**config.mk**
```make
export PLATFORM = sky130hd
export DESIGN_NAME = crossbar_rr_allocator
export DESIGN_NICKNAME = d
export VERILOG_FILES = /design/src/rtl/noc_xbar_pkg.sv /design/src/rtl/rr_arbiter.sv /design/src/rtl/crossbar_rr_allocator.sv
export SDC_FILE = /design/constraint.sdc
export NUM_CORES = 1
export LEC_CHECK = 0
export ABC_AREA = 1
export CAP_MARGIN = 20
export CORE_UTILIZATION = 44
export CTS_BUF_LIST = sky130_fd_sc_hd__clkbuf_8 sky130_fd_sc_hd__clkbuf_16
export DETAILED_ROUTE_END_ITERATION = 10
export GPL_TIMING_DRIVEN = 0
export PLACE_DENSITY = 0.85
export REMOVE_ABC_BUFFERS = 1
export SYNTH_ARGS = -nofsm -noshare
export SYNTH_HDL_FRONTEND = slang
export SYNTH_HIERARCHICAL = 1
export SYNTH_SLANG_ARGS = --single-unit
```
**constraint.sdc**
```tcl
create_clock -name clk_i -period 4.2 [get_ports clk_i]
set_input_delay 0.42 -clock clk_i [delete_from_list [all_inputs] [get_ports clk_i]]
set_output_delay 0.42 -clock clk_i [all_outputs]
set_load 0.02 [all_outputs]
```
**src/rtl/noc_xbar_pkg.sv**
```systemverilog
// Shared definitions for the crossbar allocator: state encoding, select width derivation
// and packed destination field extraction.
package noc_xbar_pkg;

  typedef enum logic {
    StIdle   = 1'b0,
    StLocked = 1'b1
  } xbar_state_e;

  // Upper bounds for the generic destination extractor (256 ports max).
  localparam int unsigned MaxSelW = 8;
  localparam int unsigned MaxDstW = 2048;

  function automatic int unsigned sel_width(input int unsigned port_n);
    return (port_n < 2) ? 1 : $clog2(port_n);
  endfunction

  // Field idx of a packed destination bus, zero-extended to MaxSelW bits.
  function automatic logic [MaxSelW-1:0] dst_field(input logic [MaxDstW-1:0] dst,
                                                   input int unsigned idx,
                                                   input int unsigned sel_w);
    logic [MaxSelW-1:0] mask;
    mask = (MaxSelW'(1) << sel_w) - MaxSelW'(1);
    return MaxSelW'(dst >> (idx * sel_w)) & mask;
  endfunction

endpackage

```
**src/rtl/rr_arbiter.sv**
```systemverilog
// Combinational rotating-priority arbiter: the first requester after ptr_i (modulo PORT_N)
// wins, reported both one-hot and as an index.
module rr_arbiter #(
  parameter int unsigned PORT_N = 5,
  parameter int unsigned SEL_W  = 3
) (
  input  logic [PORT_N-1:0] req_i,
  input  logic [SEL_W-1:0]  ptr_i,
  output logic [PORT_N-1:0] grant_o,
  output logic [SEL_W-1:0]  idx_o,
  output logic              valid_o
);

  logic [PORT_N-1:0] upper;

  always_comb begin
    for (int unsigned i = 0; i < PORT_N; i++) begin
      upper[i] = req_i[i] && (i > 32'(ptr_i));
    end

    grant_o = '0;
    idx_o   = '0;
    valid_o = 1'b0;

    // Requesters above the pointer take precedence; otherwise wrap to the lowest index.
    for (int unsigned i = 0; i < PORT_N; i++) begin
      if (!valid_o && upper[i]) begin
        grant_o[i] = 1'b1;
        idx_o      = SEL_W'(i);
        valid_o    = 1'b1;
      end
    end
    for (int unsigned i = 0; i < PORT_N; i++) begin
      if (!valid_o && req_i[i]) begin
        grant_o[i] = 1'b1;
        idx_o      = SEL_W'(i);
        valid_o    = 1'b1;
      end
    end
  end

endmodule

```
**src/rtl/crossbar_rr_allocator.sv**
```systemverilog
// Packet-level round-robin crossbar allocator: locks one input/output path per packet and
// strobes grant/out_valid for every flit until the tail has crossed.
module crossbar_rr_allocator
  import noc_xbar_pkg::*;
#(
  parameter int unsigned  PORT_N = 5,
  localparam int unsigned SEL_W  = sel_width(PORT_N)
) (
  input  logic                    clk_i,
  input  logic                    rst_ni,
  input  logic [PORT_N-1:0]       req_i,
  input  logic [PORT_N*SEL_W-1:0] dst_i,
  input  logic [PORT_N-1:0]       last_i,
  input  logic [PORT_N-1:0]       out_ready_i,
  output logic [SEL_W-1:0]        mux_in_sel_o,
  output logic [SEL_W-1:0]        mux_out_sel_o,
  output logic [PORT_N-1:0]       grant_o,
  output logic [PORT_N-1:0]       out_valid_o,
  output logic                    busy_o
);

  localparam logic [SEL_W:0]   PortLimit = (SEL_W + 1)'(PORT_N);
  localparam logic [SEL_W-1:0] PtrReset  = SEL_W'(PORT_N - 1);

  xbar_state_e       state_q, state_d;
  logic [SEL_W-1:0]  ptr_q, ptr_d;
  logic [SEL_W-1:0]  in_sel_q, in_sel_d;
  logic [SEL_W-1:0]  out_sel_q, out_sel_d;

  logic [MaxDstW-1:0] dst_wide;
  logic [PORT_N-1:0]  eligible;
  logic [PORT_N-1:0]  win_onehot;
  logic [SEL_W-1:0]   win_idx;
  logic               win_valid;
  logic [SEL_W-1:0]   win_dst;
  logic               xfer;

  assign dst_wide = MaxDstW'(dst_i);

  // Out-of-range destinations are masked here so they can never win arbitration.
  always_comb begin
    for (int unsigned i = 0; i < PORT_N; i++) begin
      eligible[i] = req_i[i] && ({1'b0, SEL_W'(dst_field(dst_wide, i, SEL_W))} < PortLimit);
    end
  end

  rr_arbiter #(
    .PORT_N (PORT_N),
    .SEL_W  (SEL_W)
  ) u_rr_arbiter (
    .req_i   (eligible),
    .ptr_i   (ptr_q),
    .grant_o (win_onehot),
    .idx_o   (win_idx),
    .valid_o (win_valid)
  );

  assign win_dst = SEL_W'(dst_field(dst_wide, 32'(win_idx), SEL_W));

  assign xfer = (state_q == StLocked) && req_i[in_sel_q] && out_ready_i[out_sel_q];

  always_comb begin
    state_d   = state_q;
    ptr_d     = ptr_q;
    in_sel_d  = in_sel_q;
    out_sel_d = out_sel_q;
    case (state_q)
      StIdle: begin
        if (win_valid) begin
          in_sel_d  = win_idx;
          out_sel_d = win_dst;
          state_d   = StLocked;
        end
      end
      StLocked: begin
        if (xfer && last_i[in_sel_q]) begin
          ptr_d   = in_sel_q;
          state_d = StIdle;
        end
      end
      default: state_d = StIdle;
    endcase
  end

  always_ff @(posedge clk_i or negedge rst_ni) begin
    if (!rst_ni) begin
      state_q   <= StIdle;
      ptr_q     <= PtrReset;
      in_sel_q  <= '0;
      out_sel_q <= '0;
    end else begin
      state_q   <= state_d;
      ptr_q     <= ptr_d;
      in_sel_q  <= in_sel_d;
      out_sel_q <= out_sel_d;
    end
  end

  // Strobes follow the flit combinationally so they line up with the crossbar data path.
  assign grant_o       = xfer ? (PORT_N'(1) << in_sel_q) : '0;
  assign out_valid_o   = xfer ? (PORT_N'(1) << out_sel_q) : '0;
  assign busy_o        = (state_q == StLocked);
  assign mux_in_sel_o  = in_sel_q;
  assign mux_out_sel_o = out_sel_q;

  grant_onehot_a: assert property (@(posedge clk_i) disable iff (!rst_ni)
    $onehot0(grant_o) && $onehot0(out_valid_o));
  grant_needs_lock_a: assert property (@(posedge clk_i) disable iff (!rst_ni)
    (|grant_o) |-> busy_o);
  winner_consistent_a: assert property (@(posedge clk_i) disable iff (!rst_ni)
    win_valid |-> (win_onehot == (PORT_N'(1) << win_idx)));

endmodule

```
== Word-level counts from Yosys, hierarchy flattened ==
Cells that the tools add are included.
Widths: inputs -> output; s select.
Word-level totals
  bits in registers: 10
  input port bits: 32
  output and inout bits: 17
  logic and storage cells: 79
Cells by class
  multipliers: 1
  $lt $le $gt $ge: 11
  shifts and indexed selects: 3
  muxes and demuxes: 29
  bitwise gates (word level): 1
  reduce and logical (&&, ||, !) cells: 30
Operators with widths (number)
  $logic_and 1x1->1: 20
  $mux 3: 6
  $lt 3x3->1 const B: 5
  $mux 1: 15
  $shr 15x5->3: 1
  $mux 5: 2
  $shl 1x3->5 const A: 2
  $bmux 1 s3: 3
  $logic_not 1->1: 8
  $lt 3x4->1 const B: 2
  $gt 2x3->1 const A: 2
  $mul 3x2->5 const B: 1
  $mux 2: 2
  $reduce_and 2->1: 2
  $gt 1x3->1 const A: 1
  $gt 3x3->1 const A: 1
  $pmux 1 s2: 1
  $not 1->1: 1

== Depth between registers and ports, before layout ==
Gate-level depths: netlist (run 1).
  depth after elaboration: 30
  gate-level depth with buffers: 16
  depth with buffers taken out: 16

== By module ==
Netlist (run 1), hierarchy kept.
By module, submodules not included
  crossbar_rr_allocator: instances 1, cells each 135, area an instance 845.8 um2, seq. area each 251.5 um2
  rr_arbiter: instances 1, cells each 38, area an instance 191.4 um2, seq. area each 0.0 um2

== Worst setup path after synthesis (run 1) ==
OpenSTA, ideal clock, no wires.
  path type: input -> register
  start point: in dst_i[3]
  end point: reg out_sel_q[0], in the netlist mux_out_sel_o[0]
  setup time: 0.127 ns
  arrival: 1.925 ns
  required time: 4.073 ns
  slack: 2.148 ns
  cell stages on the path: 14
  path buffers: 0
  cells stage by stage: o21ai_0 > and2_1 > inv_2 > nor2_4 > o21ai_2 > nand4_1 > nor2_2 > nand3_2 > nand2_1 > inv_1 > o21ai_0 > o22ai_1 > o21ai_0 > o22ai_1
Between the ends
  longest elaborated chain between the ends: 30
  elaborated cells on any way between the ends: 40
  classes of those cells: mul (1); order compare (1); shift (1); mux (18); reduce/logical (19)
Ends and longest elaborated chain
  start: declaration: RTL line crossbar_rr_allocator.sv:12  | input logic [PORT_N*SEL_W-1:0] dst_i,
  $lt 3x3->1 (*): RTL line crossbar_rr_allocator.sv:43  | eligible[i] = req_i[i] && ({1'b0, SEL_W'(dst_field(dst_wide, i, SEL_W))} < PortLimit);
  $logic_and 1x1->1 (*): RTL line crossbar_rr_allocator.sv:43
  net eligible[1]: RTL line crossbar_rr_allocator.sv:31  | logic [PORT_N-1:0] eligible;
  $logic_and 1x1->1: RTL line rr_arbiter.sv:18  | upper[i] = req_i[i] && (i > 32'(ptr_i));
  $mux 1: RTL line rr_arbiter.sv:27  | if (!valid_o && upper[i]) begin
  $logic_not 1->1: RTL line rr_arbiter.sv:27
  $logic_and 1x1->1: RTL line rr_arbiter.sv:27
  $mux 1: RTL line rr_arbiter.sv:27
  (+16 left out)
  $logic_and 1x1->1: RTL line rr_arbiter.sv:34  | if (!valid_o && req_i[i]) begin
  $mux 1: RTL line rr_arbiter.sv:34
  $logic_not 1->1: RTL line rr_arbiter.sv:34
  $logic_and 1x1->1: RTL line rr_arbiter.sv:34
  $mux 3 (*): RTL line rr_arbiter.sv:34
  net win_idx[0]: RTL line crossbar_rr_allocator.sv:33  | logic [SEL_W-1:0] win_idx;
  $mul 3x2->5 (*): RTL line noc_xbar_pkg.sv:24  | return MaxSelW'(dst >> (idx * sel_w)) & mask;
  $shr 15x5->3 (*): RTL line noc_xbar_pkg.sv:24
  end signal: assignment: RTL line crossbar_rr_allocator.sv:95  | out_sel_q <= out_sel_d;
  end: declaration: RTL line crossbar_rr_allocator.sv:28  | logic [SEL_W-1:0] out_sel_q, out_sel_d;
The timed path passes the listed nets; every way through them passes the cells marked *.
A chain may end at the register's enable or synchronous reset.

== Worst setup path in the final report (run 1) ==
  start point: in out_ready_i[3]
  end point: out out_valid_o[0]
Between the ends
  longest elaborated chain between the ends: 4
Ends and longest elaborated chain
  start: declaration: RTL line crossbar_rr_allocator.sv:14  | input logic [PORT_N-1:0] out_ready_i,
  $bmux 1 s3: RTL line crossbar_rr_allocator.sv:60  | assign xfer = (state_q == StLocked) && req_i[in_sel_q] && out_ready_i[out_sel_q];
  $mux 1 (not written as such): RTL line crossbar_rr_allocator.sv:60
  $logic_and 1x1->1: RTL line crossbar_rr_allocator.sv:60
  $mux 5: RTL line crossbar_rr_allocator.sv:101  | assign out_valid_o = xfer ? (PORT_N'(1) << out_sel_q) : '0;
  end: declaration: RTL line crossbar_rr_allocator.sv:18  | output logic [PORT_N-1:0] out_valid_o,
No other way between the ends. The select of a mux whose other input is x is not followed.

==> run metrics, run 1 <==
result of the run=complete, no violations; Ant. Diodes=0; Max Slew Vio Count=0; post-CTS setup buffer count=0; worst flop-to-flop path endpoint=mux_out_sel_o[0]$_DFFE_PN0P_; Final HPWL DP=2.518 mm; Util after Layout=0.7173; Worst Reg2Reg Path Length in Cells=11; maximum number of pins on one net before global-route repair=11; Slew HR=0.7004; shortest clock period the worst path allows after layout=2728 ps; Bufs on Longest Clock Path=2; CTS sink count=10; floorplan die width=50.05 um; WL per Instance=12.34 um; end point of the most critical hold path=ptr_q[2]$_DFFE_PN1P_; Core Footprint=0.002191 mm2; instance count after placement with tap cells included=243; CTS Root Cell=clkbuf_8; final clock skew=3.650 ps; number of cells upsized or downsized after cts=0; share of cells above drive strength 1=0.1005; layout filler cell count=198; total I/O pin count=49; number of iterations in the first detailed-routing pass=4; worst min-delay path class=flop to flop; r2r setup slk=2000 ps; crit path capture type=primary output; global-route wire length before repair=4.871 mm; Worst Path Max Fanout=6; Critical Path AT=2310 ps; LEAKAGE=0.0007337 uW; Final Cycle Share=0.6495; Final ANT Viol Nets=0; via count of the first global-routing pass=1260; total length of routed wires=3.049 mm; CTS Buf Count=3; area added between synthesis and finish=54.68%; Worst Max-Slew Pin Slew=448.0 ps; Post-Synthesis Cell Area=0.001016 mm2; area enclosed by the die boundary=0.002505 mm2; number of antenna violations at the first check in global routing=0; Avg Inst Size Synth=6.047 um2; die outline height=50.05 um; startpoint types=primary input; drt first-iter violations=43; final total negative setup slack=0 ps; total congestion overflow=0; pre-CTS setup slack=1346 ps; via count=1309; Max H-tree Level=1; row count=17; number of DRC violations after detailed routing=0; Final nets=252; final non-filler cell total=247; total global routing track utilization=0.2556; number of standard cells after synthesis=168; Clk pin slew, worst setup/hold paths=40 ps; yosys warns=6; setup repair after global routing missed its margin=false; Fin. Hold Viols=0; TritonCTS clock tree=yes; final weighted congestion in routability-driven placement=0.8656; VDD IR max=287.6 uV; class of the most critical setup path=primary input to primary output; startpoint of the worst-slack reg-to-reg timing path=ptr_q[2]$_DFFE_PN1P_; WP data required=3780 ps; Worst Hold Launch=ptr_q[2]$_DFFE_PN1P_; number of maximum-capacitance constraint violations=0; starting density of the core=0.4637; count of hold buffers inserted by post-cts repair=0; number of setup violations in the final report=0; Port Buf Inserts=48; peak clock frequency supported by timing=366.6 MHz; total power divided by cell area=569.2 mW/mm2; Worst Hold Depth=2; clock latency on the worst-skew pair=230 ps; post-DR vias/cell=5.300; Setup WS post-layout=1472 ps
==> critical path: stages <==
cell and delay, ps:
clkdlybuf4s50_1 450, inv_1 40, nand2_1 50, nand2_1 60, nand2_1 60, nand2_1 50
nand2_1 60, nand3_2 90, nor2_4 180, nand2_2 90, nor2_1 130, clkdlybuf4s50_1 620
==> through the flow <==
step / cell area, um2 / hold WS, ps / power, uW
after floorplan: 1011 / 124.4 / 586.6
after global placement: 1526 / 467.1 / 769.0
after detailed placement: 1526 / 474.8 / 788.1
after CTS: 1572 / 480.9 / 892.1
after global routing: 1572 / 513.8 / 970.8
final: 1572 / 476.5 / 894.5
==> worst max-delay path by stage <==
stage,slack [ps],from,cells past startpoint,to
after floorplan,2170,dst_i[3],14,mux_out_sel_o[0]$_DFFE_PN0P_
after global placement,1460,dst_i[3],15,mux_out_sel_o[0]$_DFFE_PN0P_
after detailed placement,1350,dst_i[3],15,mux_out_sel_o[0]$_DFFE_PN0P_
after CTS,1460,out_ready_i[3],12,out_valid_o[0]
after global routing,1290,out_ready_i[2],12,out_valid_o[0]
final,1470,out_ready_i[3],12,out_valid_o[0]
==> flip-flops by register name (all words and copies together) (netlist names) <==
register	count
ptr_q	3
mux_out_sel_o	3
mux_in_sel_o	3
busy_o	1
==> power by group <==
group	internal [uW]	switching [uW]
combinational	235	356
clock	63.6	33.8
sequential	142	64.0
total	441	454
==> cells in the final DEF, fill, tap and decap left out, types with 3 or more instances in the layout <==
| cell | n |
|---|---|
| nor2_1 | 19 |
| nand4_1 | 4 |
| nand2_1 | 48 |
| a21oi_1 | 3 |
| clkbuf_8 | 3 |
| inv_2 | 5 |
| nand3_2 | 3 |
| clkdlybuf4s50_1 | 48 |
| o21ai_0 | 14 |
| dfrtp_1 | 9 |
| nor3_1 | 3 |
| o22ai_1 | 5 |
| nand3_1 | 8 |
| inv_1 | 24 |
| and2_1 | 3 |
==> cell type report <==
class | count | area [um2] | area share
Tap cell | 28 | 35.03 | 0.02229
Clock buffer | 3 | 41.29 | 0.02627
Sequential cell | 10 | 251.5 | 0.1600
Inverter | 30 | 112.6 | 0.07166
Clock inverter | 1 | 3.754 | 0.002389
Timing Repair Buffer | 48 | 480.5 | 0.3057
Multi-Input combinational cell | 127 | 646.9 | 0.4116
==> layer usage <==
metal / global-route usage / part of all wire / up-vias
li1: - / - / 650
met3: 0.02469 / 0.068 / 10
met2: 0.4911 / 0.52 / 79
met5: 0 / 0 / -
met1: 0.2505 / 0.38 / 570
met4: 0.1714 / 0.029 / 0
(Power assumes the default switching activity.)
==> inputs of run 2 (changes only) <==
Settings changed: CORE_UTILIZATION 44 to 41, PLACE_DENSITY 0.85 to 0.8.
Clock period 4.2 ns to 2.65 ns, I/O delays scaled along.
==> run 2 against run 1 <==
  * Sequential share of layout area down 0.23 points
  * Register-to-register slack worse by 1400 ps
  * Clock-buffer cell count up 1
  * Worst hold slack worse by 130 ps
  * Critical path depth down 4
  * Global-route usage down 1.8 points
  * Worst setup slack worse by 1300 ps
  * Non-clock buffer count unchanged
  * Sequential power up 58%
==> run metrics, run 2 (synthesis gave the netlist of run 1 again) <==
Final HPWL DP=2.410 mm (was 2.518 mm); area enclosed by the die boundary=0.002681 mm2 (was 0.002505 mm2); peak clock frequency supported by timing=406.1 MHz; final clock skew=1.463 ps (was 3.650 ps); total power of the final layout=1434 uW (was 894.5 uW); Ant. Diodes=0 (unchanged); number of antenna violations at the first check in global routing=0 (unchanged); area added between synthesis and finish=56.90% (was 54.68%); post-DR vias/cell=5.081 (was 5.300); count of hold buffers inserted by post-cts repair=0 (unchanged); drt first-iter violations=30 (was 43); logic gate share of total power=0.645 (was 0.660); Port Buf Inserts=48 (unchanged); Clk pin slew, worst setup/hold paths=50 ps (was 40 ps); Final Cycle Share=0.9292; cell-by-cell listing of the critical path=inv_2 > nand3_2 > nor2_1 > a21oi_4 > nor2_4 > nand2_2 > nor2_1 > clkdlybuf4s50_1 (was clkdlybuf4s50_1 > inv_1 > nand2_1 > nand2_1 > nand2_1 > nand2_1 > nand2_1 > nand3_2 > nor2_4 > nand2_2 > nor2_1 > clkdlybuf4s50_1); die outline height=51.78 um (was 50.05 um); TritonCTS clock tree=yes (unchanged); number of DRC violations after detailed routing=0 (unchanged); final weighted congestion in routability-driven placement=0.8643 (was 0.8656); Non-Filler Cell Area, Final=0.001594 mm2 (was 0.001572 mm2); r2r setup slk=590 ps (was 2000 ps); startpoint types=flop (was primary input); CTS Root Cell=clkbuf_8 (unchanged); crit path capture type=primary output (unchanged); Max Slew Vio Count=0 (unchanged); Worst Max-Slew Pin Slew=444.0 ps (was 448.0 ps); total congestion overflow=0 (unchanged); total global routing track utilization=0.2375 (was 0.2556); Seq pwr share=0.227 (was 0.231); starting density of the core=0.4464 (was 0.4637); WP data required=2380 ps (was 3780 ps); clock network power share=0.128 (was 0.109); class of the most critical setup path=flop to primary output (was primary input to primary output); number of setup violations in the final report=0 (unchanged); area occupied by registers=251.5 um2 (unchanged); Max H-tree Level=1 (unchanged); most frequent cells in the layout=nand2_1, clkdlybuf4s50_1, inv_1, nor2_1, o21ai_0 (unchanged); share of cells above drive strength 1=0.1096 (was 0.1005); Critical-path top delay cell=clkdlybuf4s50_1 (unchanged); maximum number of pins on one net before global-route repair=11 (unchanged); floorplan die width=51.78 um (was 50.05 um); Bufs on Longest Clock Path=2 (unchanged); startpoint of the worst-slack reg-to-reg timing path=ptr_q[2]$_DFFE_PN1P_ (unchanged); crit-path most repeated cell=nor2_1 (was nand2_1); row count=17 (unchanged); VDD IR max=458.4 uV (was 287.6 uV); fraction of power spent switching nets=0.4931 (was 0.5072); worst min-delay path class=primary input to asynchronous set/reset pin (was flop to flop); internal portion of total power=726.9 uW (was 440.8 uW); Max stage delay on crit path=610 ps (was 620 ps); result of the run=complete, no violations (unchanged); post-CTS setup buffer count=0 (unchanged); total length of routed wires=2.812 mm (was 3.049 mm); WL per Instance=11.38 um (was 12.34 um); Core Footprint=0.002276 mm2 (was 0.002191 mm2); total buffers and inverters traversed by the critical path=2 (was 3); total I/O pin count=49 (unchanged); shortest clock period the worst path allows after layout=2462 ps; final total negative setup slack=0 ps (unchanged); clock latency on the worst-skew pair=230 ps (about the same); Final nets=252 (unchanged); Critical path origin=mux_in_sel_o[0]$_DFFE_PN0P_ (was out_ready_i[3]); global-route wire length before repair=4.747 mm (was 4.871 mm); Post-Place Cell Area=0.001526 mm2 (unchanged); most common cell after layout, fill and taps aside=nand2_1; CTS Buf Count=3 (unchanged); layout filler cell count=213 (was 198); number of maximum-capacitance constraint violations=0 (unchanged); Final ANT Viol Nets=0 (unchanged); via count=1255 (was 1309); number of iterations in the first detailed-routing pass=4 (unchanged); Fin. Hold Viols=0 (unchanged); via count of the first global-routing pass=1176 (was 1260); CTS sink count=10 (unchanged); Switching Power=707.1 uW (was 453.7 uW); total power divided by cell area=899.6 mW/mm2 (was 569.2 mW/mm2); area of the multi-input gates=649.4 um2 (was 646.9 um2); Top delay family on crit path=buffers and inverters (unchanged); LEAKAGE=0.0008086 uW (was 0.0007337 uW); Critical Path AT=2200 ps (was 2310 ps); Slew HR=0.7031 (was 0.7004); Worst Path Max Fanout=8 (was 6); setup repair after global routing missed its margin=false (unchanged); number of cells upsized or downsized after cts=0 (unchanged)
-- run 2: final cells by class --
| cell class | instances | share of cell area |
|---|---|---|
| timing repair buffer | 48 | 0.3077 |
| sequential | 10 | 0.1578 |
| inverter | 30 | 0.07064 |
| multi-input combinational | 127 | 0.4074 |
| clock buffer | 4 | 0.03454 |
| tap | 28 | 0.02198 |
-- run 2: per-stage QoR --
stage               setup slack, ps  instances    util  hold WS, ps
global placement              17.59        243  0.6707        467.3
global route                  3.229        247  0.7004        373.8
finish                        187.6        247  0.7004        348.4
detailed placement           -21.17        243  0.6707        468.2
CTS                           130.5        247  0.6949        355.8
floorplan                     772.0        167       -       -30.59
-- run 2: power groups by stage --
| stage | sequential (uW) | combinational (uW) | clock, uW |
|---|---|---|---|
| floorplan | 364 | 566 | 0 |
| global placement | 325 | 901 | 0 |
| detailed placement | 327 | 920 | 0 |
| CTS | 325 | 923 | 188 |
| global route | 343 | 1040 | 195 |
| finish | 326 | 924 | 184 |
-- run 2: routing by layer --
layer	GRT usage	vias to the layer above	part of all wire
met3	0.01170	4	0.043
met1	0.2658	557	0.43
met5	0	-	0
met4	0.09459	0	0.016
met2	0.4610	48	0.51
li1	-	646	-
-- run 2: final timing paths --
| check | end | cells after the start |
|---|---|---|
| setup / recovery | out_valid_o[3] | 8 |
| hold / removal | ptr_q[1]$_DFFE_PN0P_ | 1 |
| setup reg to reg | mux_out_sel_o[0]$_DFFE_PN0P_ | 11 |
| hold reg to reg | ptr_q[2]$_DFFE_PN1P_ | 2 |
| max in group asynchronous | ptr_q[2]$_DFFE_PN1P_ | 1 |
| min in group clk_i | ptr_q[2]$_DFFE_PN1P_ | 2 |
==> inputs of run 3 (changes only) <==
Settings changed: CELL_PAD_IN_SITES_DETAIL_PLACEMENT from default to 0, CELL_PAD_IN_SITES_GLOBAL_PLACEMENT from default to 2, CORE_UTILIZATION 41 to 19, PLACE_DENSITY 0.8 to default, PLACE_DENSITY_LB_ADDON from default to 0.1.
==> run 3 against run 2 <==
  * Die area is 110% higher
  * Worst hold slack worse by 5.1 ps
  * Fmax hardly changed
  * Critical path depth is 2 higher
  * Critical path type unchanged
  * Largest cell class unchanged
==> run metrics, run 3 (synthesis gave the netlist of run 1 again) <==
total power divided by cell area=886.9 mW/mm2 (was 899.6 mW/mm2); setup repair after global routing missed its margin=false (unchanged); Ant. Diodes=0 (unchanged); WL per Instance=11.63 um (was 11.38 um); count of hold buffers inserted by post-cts repair=0 (unchanged); floorplan die width=75.13 um (was 51.78 um); VDD IR max=234.4 uV (was 458.4 uV); number of setup violations in the final report=0 (unchanged); startpoint types=flop (unchanged); area added between synthesis and finish=63.67% (was 56.90%); final non-filler cell total=290 (was 247); LEAKAGE=0.0008122 uW (was 0.0008086 uW); Clk pin slew, worst setup/hold paths=50 ps (about the same); Core Footprint=0.005140 mm2 (was 0.002276 mm2); most common cell after layout, fill and taps aside=nand2_1 (unchanged); Port Buf Inserts=48 (unchanged); Util after Layout=0.3235 (was 0.7004); Bufs on Longest Clock Path=2 (unchanged); total congestion overflow=0 (unchanged); layout filler cell count=597 (was 213); instance count after placement with tap cells included=285 (was 243); Worst Max-Slew Pin Slew=442.4 ps (was 444.0 ps); number of iterations in the first detailed-routing pass=4 (unchanged); via count of the first global-routing pass=1188 (was 1176); number of maximum-capacitance constraint violations=0 (unchanged); final weighted congestion in routability-driven placement=0.8252 (was 0.8643); die outline height=75.13 um (was 51.78 um); result of the run=complete, no violations (unchanged); Slew HR=0.7041 (was 0.7031); share of cells above drive strength 1=0.1227 (was 0.1096); number of DRC violations after detailed routing=0 (unchanged); Final Cycle Share=0.9285 (was 0.9292); Max H-tree Level=1 (unchanged); clock latency on the worst-skew pair=230 ps (about the same); area enclosed by the die boundary=0.005644 mm2 (was 0.002681 mm2); most frequent cells in the layout=nand2_1, clkdlybuf4s50_1, inv_1, nor2_1, o21ai_0 (unchanged); class of the most critical setup path=flop to primary output (unchanged); number of antenna violations at the first check in global routing=0 (unchanged); area of the multi-input gates=656.9 um2 (was 649.4 um2); total length of routed wires=3.372 mm (was 2.812 mm); total global routing track utilization=0.1270 (was 0.2375); Final ANT Viol Nets=0 (unchanged); shortest clock period the worst path allows after layout=2461 ps (was 2462 ps); Worst Path Max Fanout=8 (unchanged); CTS Buf Count=3 (unchanged); Final nets=253 (was 252); TritonCTS clock tree=yes (unchanged); WP data required=2380 ps (about the same); Critical Path AT=2200 ps (about the same); CTS Root Cell=clkbuf_8 (unchanged); Max Slew Vio Count=0 (unchanged); row count=26 (was 17); drt first-iter violations=29 (was 30); Final HPWL DP=2.846 mm (was 2.410 mm); total I/O pin count=49 (unchanged); peak clock frequency supported by timing=406.4 MHz (was 406.1 MHz); starting density of the core=0.1977 (was 0.4464); final clock skew=4.257 ps (was 1.463 ps); via count=1229 (was 1255); Fin. Hold Viols=0 (unchanged); maximum number of pins on one net before global-route repair=11 (unchanged); worst min-delay path class=primary input to asynchronous set/reset pin (unchanged); CTS sink count=10 (unchanged); global-route wire length before repair=5.485 mm (was 4.747 mm); post-DR vias/cell=4.238 (was 5.081); area occupied by registers=252.7 um2 (was 251.5 um2); crit path capture type=primary output (unchanged)
run 3: cell count changes in the layout (fill, tap and decap cells not counted), sizes merged:
| cell | before | now |
|---|---|---|
| buf | 0 | 1 |
run 3: cell type report:
cell class	count	share of cell area
Clock buffer	4	0.03311
Timing Repair Buffer	49	0.2995
Inverter	30	0.06772
Multi-Input combinational cell	127	0.3950
Tap cell	70	0.05267
Sequential cell	10	0.1520
run 3: repair_timing:
| item | CTS | global route |
|---|---|---|
| setup buffers | 0 | 1 |
| setup endpoints to repair | 0 | 12 |
| resized for setup | 0 | 8 |
run 3: worst max-delay path, cell delays in order (launching register included):
cell and delay, ps:
dfrtp_2 470, inv_2 150, nand2_1 60, nand2_1 50, nand2_1 50, nand2_1 120, a21oi_4 70, nor2_4 200
nand2_2 80, nor2_1 90, clkdlybuf4s50_1 600
run 3: layer usage:
layer  routed length, um  global-route usage
met5                   0                   0
met4                   0             0.03145
met3                 162            0.005355
met2                1583              0.2292
met1                1626              0.1657
run 3: metrics by stage:
| stage | setup slack (ps) | total power [uW] | TNS (ps) | hold WS, ps | area, um2 |
|---|---|---|---|---|---|
| 2_1_floorplan | 772.0 | 929.7 | 0 | -30.59 | 1011 |
| 3_3_place_gp | -68.07 | 1281 | -124.0 | 475.8 | 1579 |
| 3_5_place_dp | -79.82 | 1286 | -198.0 | 485.5 | 1579 |
| 4_1_cts | 60.10 | 1482 | 0 | 358.6 | 1634 |
| 5_1_grt | 3.666 | 1632 | 0 | 374.9 | 1663 |
| 6_report | 189.4 | 1475 | 0 | 343.3 | 1663 |
run 3: power by group:
group	switching (uW)	total [uW]	internal [uW]
logic	572	951	378
registers	108	335	227
clock network	58.4	189	130
total	739	1470	736
run 3: final timing paths:
kind | slack, ps | start | cells past startpoint | endpoint
worst max-delay path | 190 | mux_in_sel_o[0]$_DFFE_PN0P_ | 10 | out_valid_o[1]
worst min-delay path | 340 | rst_ni | 1 | ptr_q[1]$_DFFE_PN0P_
worst max register to register | 620 | ptr_q[2]$_DFFE_PN1P_ | 11 | mux_out_sel_o[0]$_DFFE_PN0P_
worst min register to register | 490 | ptr_q[2]$_DFFE_PN1P_ | 2 | ptr_q[2]$_DFFE_PN1P_
max in group asynchronous | 1970 | rst_ni | 1 | mux_in_sel_o[0]$_DFFE_PN0P_
min in group clk_i | 490 | ptr_q[2]$_DFFE_PN1P_ | 2 | ptr_q[2]$_DFFE_PN1P_
